===== config.mk =====
export PLATFORM = sky130hd
export DESIGN_NAME = fb_scanout_reader
export DESIGN_NICKNAME = d
export VERILOG_FILES = /design/src/rtl/fb_scanout_reader.sv
export SDC_FILE = /design/constraint.sdc
export NUM_CORES = 1
export LEC_CHECK = 0
export CORE_MARGIN = 1
export CORE_UTILIZATION = 60
export CTS_BUF_LIST = sky130_fd_sc_hd__clkbuf_16
export DETAILED_ROUTE_END_ITERATION = 8
export GPL_ROUTABILITY_DRIVEN = 0
export PLACE_DENSITY = 0.82
export SLEW_MARGIN = 20
export SYNTH_ARGS = -nofsm -noshare
export SYNTH_HDL_FRONTEND = slang
export SYNTH_SLANG_ARGS = --single-unit

===== constraint.sdc =====
create_clock -name clk -period 4.3 [get_ports clk]
set_input_delay 0.645 -clock clk [delete_from_list [all_inputs] [get_ports clk]]
set_output_delay 0.645 -clock clk [all_outputs]
set_load 0.02 [all_outputs]

===== src/rtl/fb_scanout_reader.sv =====
// fb_scanout_reader: reads the frame-buffer base from the image-memory header,
// then streams every frame-buffer pixel in raster order through a small FIFO.
//
// Ports:
//   clk, reset        system clock; asynchronous active-high reset
//   start             pulse to begin one frame scan (ignored while busy)
//   busy, done        scan in progress; 1-cycle pulse after the last pixel
//   mem_req, mem_gnt  image-memory port request / grant from the arbiter
//   IM_A, IM_WEN      image-memory address; IM_WEN held at 1 (read only)
//   IM_Q              read data, valid the cycle after an issued read
//   pix_data          RGB888 pixel at the FIFO head
//   pix_valid/ready   sink handshake
//   pix_sof/eol/eof   first pixel of frame / last of line / last of frame

module fb_scanout_reader #(
    parameter int unsigned FB_W       = 256,
    parameter int unsigned FB_H       = 256,
    parameter int unsigned FIFO_DEPTH = 4,
    parameter int unsigned HDR_FB_OFS = 1
) (
    input  logic        clk,
    input  logic        reset,
    input  logic        start,
    output logic        busy,
    output logic        done,
    output logic        mem_req,
    input  logic        mem_gnt,
    output logic [19:0] IM_A,
    output logic        IM_WEN,
    input  logic [23:0] IM_Q,
    output logic [23:0] pix_data,
    output logic        pix_valid,
    input  logic        pix_ready,
    output logic        pix_sof,
    output logic        pix_eol,
    output logic        pix_eof
);

    localparam int unsigned TOTAL = FB_W * FB_H;
    localparam int unsigned IDX_W = $clog2(TOTAL + 1);
    localparam int unsigned COL_W = (FB_W > 1) ? $clog2(FB_W) : 1;
    localparam int unsigned PTR_W = (FIFO_DEPTH > 1) ? $clog2(FIFO_DEPTH) : 1;
    localparam int unsigned CNT_W = $clog2(FIFO_DEPTH + 1);

    typedef enum logic [2:0] {
        S_IDLE,
        S_REQ,
        S_HDR,
        S_STREAM,
        S_DRAIN
    } state_t;

    state_t             state_q, state_d;
    logic [19:0]        fb_base_q, fb_base_d;
    logic [IDX_W-1:0]   idx_q, idx_d;
    logic [COL_W-1:0]   col_q, col_d;

    // Read issued last cycle; its data is on IM_Q now.
    logic               cap_v_q, cap_v_d;
    logic [2:0]         cap_flags_q, cap_flags_d;

    logic [26:0]        fifo_mem [FIFO_DEPTH];
    logic [PTR_W-1:0]   wr_q, rd_q;
    logic [CNT_W-1:0]   cnt_q, cnt_d;

    logic               credit;
    logic               issue;
    logic               push;
    logic               pop;
    logic [26:0]        head;

    // The inflight read already owns a FIFO slot, so it is counted here.
    assign credit = (cnt_q + CNT_W'(cap_v_q)) < CNT_W'(FIFO_DEPTH);
    assign issue  = (state_q == S_STREAM) && mem_gnt && credit;
    assign push   = cap_v_q;
    assign pop    = pix_valid && pix_ready;

    always_comb begin
        state_d     = state_q;
        fb_base_d   = fb_base_q;
        idx_d       = idx_q;
        col_d       = col_q;
        cap_v_d     = issue;
        cap_flags_d = cap_flags_q;
        mem_req     = 1'b0;
        IM_A        = '0;
        done        = 1'b0;
        unique case (state_q)
            S_IDLE: begin
                if (start) state_d = S_REQ;
            end
            S_REQ: begin
                mem_req = 1'b1;
                IM_A    = 20'(HDR_FB_OFS);
                if (mem_gnt) state_d = S_HDR;
            end
            S_HDR: begin
                fb_base_d = IM_Q[19:0];
                idx_d     = '0;
                col_d     = '0;
                state_d   = S_STREAM;
            end
            S_STREAM: begin
                mem_req = 1'b1;
                IM_A    = fb_base_q + 20'(idx_q);
                if (issue) begin
                    cap_flags_d = {idx_q == IDX_W'(TOTAL - 1),
                                   col_q == COL_W'(FB_W - 1),
                                   idx_q == '0};
                    idx_d = idx_q + IDX_W'(1);
                    col_d = (col_q == COL_W'(FB_W - 1)) ? '0 : col_q + COL_W'(1);
                    if (idx_q == IDX_W'(TOTAL - 1)) state_d = S_DRAIN;
                end
            end
            S_DRAIN: begin
                if (!cap_v_q && cnt_q == '0) begin
                    done    = 1'b1;
                    state_d = S_IDLE;
                end
            end
            default: state_d = S_IDLE;
        endcase
    end

    always_comb begin
        cnt_d = cnt_q;
        if (push && !pop) cnt_d = cnt_q + CNT_W'(1);
        else if (!push && pop) cnt_d = cnt_q - CNT_W'(1);
    end

    always_ff @(posedge clk or posedge reset) begin
        if (reset) begin
            state_q     <= S_IDLE;
            fb_base_q   <= '0;
            idx_q       <= '0;
            col_q       <= '0;
            cap_v_q     <= 1'b0;
            cap_flags_q <= '0;
            wr_q        <= '0;
            rd_q        <= '0;
            cnt_q       <= '0;
        end else begin
            state_q     <= state_d;
            fb_base_q   <= fb_base_d;
            idx_q       <= idx_d;
            col_q       <= col_d;
            cap_v_q     <= cap_v_d;
            cap_flags_q <= cap_flags_d;
            cnt_q       <= cnt_d;
            if (push) wr_q <= wr_q + PTR_W'(1);
            if (pop) rd_q <= rd_q + PTR_W'(1);
        end
    end

    // Storage needs no reset: the count gates every output.
    always_ff @(posedge clk) begin
        if (push) fifo_mem[wr_q] <= {cap_flags_q, IM_Q};
    end

    assign head      = fifo_mem[rd_q];
    assign pix_valid = (cnt_q != '0);
    assign pix_data  = pix_valid ? head[23:0] : '0;
    assign pix_sof   = pix_valid & head[24];
    assign pix_eol   = pix_valid & head[25];
    assign pix_eof   = pix_valid & head[26];
    assign busy      = (state_q != S_IDLE);
    assign IM_WEN    = 1'b1;

endmodule


==> results_dict.tcl <==
set metrics [dict create \
    fillCellCount 858 \
    final_common_cell "edfxtp_1" \
    slew_headroom 0.313 \
    max_cap_viol_count 0 \
    cts_tree "yes" \
    antenna_cells 0 \
    syn2layout_area_growth_pct 19.7 \
    synth_top_cell_by_area "edfxtp_1" \
    fmax_ghz 0.242 \
    die_area_um2 14000 \
    status "finished clean" \
    avgSynthCellArea_um2 12.8 \
    clk_pin_slew_ns 0.06 \
    utilization 0.733 \
    power_per_cell_area_nw_per_um2 752 \
    viasPerCell 5.99 \
    postSynth.topFlopCell "edfxtp_1" \
    report.final.slew_viol_count 0 \
    rsz0062_at_grt "no" \
    drive_above_1_share 0.117 \
    first_pass_iters 5 \
    clkLatencyLatePin_ns 0.43 \
    worst_pin_slew_ns 1.03 \
    yosysSeqAreaShare 0.582 \
    io_buffers 79 \
    grt_usage 0.267 \
    syn_area_um2 8120 \
    grt_pass1_wl_um 28200 \
    async_flop_share 0.353 \
    hold_buffers 0 \
    dieWidth_um 118 \
    wl_um 17600 \
    syn_nets 692 \
    hp-class "reg -> reg" \
    root_buffer "clkbuf_16" \
    period_share 0.961 \
    fin_skew_ns 0.00591 \
    finalSetupViolations 0 \
    drc 0 \
    cts_resized 0 \
    antenna_found_initial 0 \
    arrival_ns 3.49 \
    drt-wirelength-per-cell_um 19.6 \
    antenna_left 0 \
    yosysUniqueCellTypes 64 \
    syn_inst 635 \
    core_um2 13200 \
    num_vias 5388 \
    cts-buffers-inserted 17 \
    fin_nets 768 \
    layout_common_cells "edfxtp_1, nand2_1, clkdlybuf4s50_1, dfrtp_1, and2_1" \
    synthTopCellsByArea "edfxtp_1, dfrtp_1, mux4_2" \
    ys_ff_latch 167 \
    netlist.area_leader.share 0.400 \
    pin_count 81 \
    die_h_um 118 \
    hold_violations 0 \
    grt_pass1_vias 5412 \
    multi_input_area_um2 3170 \
    cp-end-kind "output pin" \
    grt-ovfl-total 0 \
    postCtsSetupBuffers 0 \
    start_kind "register" \
    critical_path_class "reg -> out" \
    h-tree-depth 4 \
    fp-row-count 42 \
    leakage_nw 3.70 \
    clock_path_buffers 2 \
    synth-edff-count 108 \
    peakVddDrop_v 0.000459 \
    cp_max_fo 6 \
    regArea_um2 4720 \
    grt_max_degree 38 \
    clock-sinks 167 \
    crit_required_ns 3.65 \
    yosysWarnings 0 \
    dp_hpwl_um 11300 \
    setup_tns_ns 0 \
    fin_crit_ns 4.13 \
    start_util 0.613 \
    dr.first_iter.drc_count 394 \
]
==> cell families after synthesis <==
group	synth area share
compound gates	0.0927
xor+xnor	0.0313
fa+ha+maj	0.0450
buf+inv	0.0288
flops	0.582
mux	0.0862
other cells	0.000462
simple gates	0.134
==> sequential cells by signal, summed over array words and instances (netlist names) <==
name / flops
cap_v_q: 1
wr_q: 2
col_q: 8
rd_q: 2
fifo_mem: 108
state_q: 3
idx_q: 17
cnt_q: 3
fb_base_q: 20
cap_flags_q: 3
==> per-layer routing <==
| metal | GRT usage | part of all wire |
|---|---|---|
| met5 | 0 | 0 |
| met4 | 0.107 | 0.018 |
| met3 | 0.0454 | 0.045 |
| met2 | 0.443 | 0.50 |
| met1 | 0.354 | 0.43 |
==> per-stage QoR <==
| stage | total power, W | area [um2] | hold slack, ns | setup slack (ns) | cells |
|---|---|---|---|---|---|
| after floorplan | 0.00436 | 8120 | 0.452 | 1.25 | 635 |
| after global placement | 0.00548 | 9040 | 0.477 | 0.729 | 868 |
| after detailed placement | 0.00556 | 9040 | 0.472 | 0.645 | 868 |
| after CTS | 0.00733 | 9710 | 0.497 | 0.179 | 900 |
| after global routing | 0.00765 | 9710 | 0.509 | 0.0681 | 900 |
| final | 0.00730 | 9710 | 0.497 | 0.167 | 900 |
==> layout make-up <==
class,instances,share of cell area
Sequential cell,167,0.486
Inverter,19,0.00734
Clock inverter,15,0.0255
Timing Repair Buffer,88,0.0884
Clock buffer,17,0.0438
Tap cell,176,0.0227
Multi-Input combinational cell,418,0.326
==> worst paths after layout <==
check / start / endpoint / slack [ns] / cells after the start
max: idx_q[0] / IM_A[16] / 0.17 / 8
min: fb_base_q[10] / fb_base_q[10] / 0.50 / 2
max reg2reg: cap_v_q / col_q[3] / 1.52 / 6
min reg2reg: fb_base_q[10] / fb_base_q[10] / 0.50 / 2
max in group asynchronous: reset / fb_base_q[10] / 2.80 / 3
min in group asynchronous: reset / col_q[2] / 0.67 / 2
==> worst max-delay path, cell delays in order, from the launching register on <==
cell and delay [ns]:
dfrtp_1 0.45, ha_1 0.26, fa_1 0.45, a211o_1 0.32, a211o_1 0.35, a41oi_1 0.33
o21ai_1 0.14, mux2i_1 0.15, clkdlybuf4s50_1 0.62
==> cells in the mapped netlist, drive strengths merged (4+ instances only) <==
| master | number |
|---|---|
| o21ai | 22 |
| and2 | 36 |
| nand2b | 7 |
| nor2b | 4 |
| a21o | 11 |
| nor3 | 6 |
| o31ai | 5 |
| clkbuf | 15 |
| xnor2 | 20 |
| nand2 | 95 |
| inv | 19 |
| a211oi | 12 |
| ha | 26 |
| nor2 | 35 |
| o211ai | 4 |
| a21oi | 23 |
| dfrtp | 59 |
| xor2 | 9 |
| edfxtp | 108 |
| mux2i | 8 |
| buf | 16 |
| mux4 | 27 |
| a2111oi | 4 |
| nand4 | 7 |
| nand3 | 12 |
==> report_power, final <==
| group | total, W | internal (W) | switching (W) | leakage, nW |
|---|---|---|---|---|
| clock network | 0.00173 | 0.00110 | 0.000639 | 0.328 |
| logic | 0.00323 | 0.00154 | 0.00169 | 1.68 |
| registers | 0.00234 | 0.00204 | 0.000299 | 1.69 |
(Power assumes the default switching activity.)
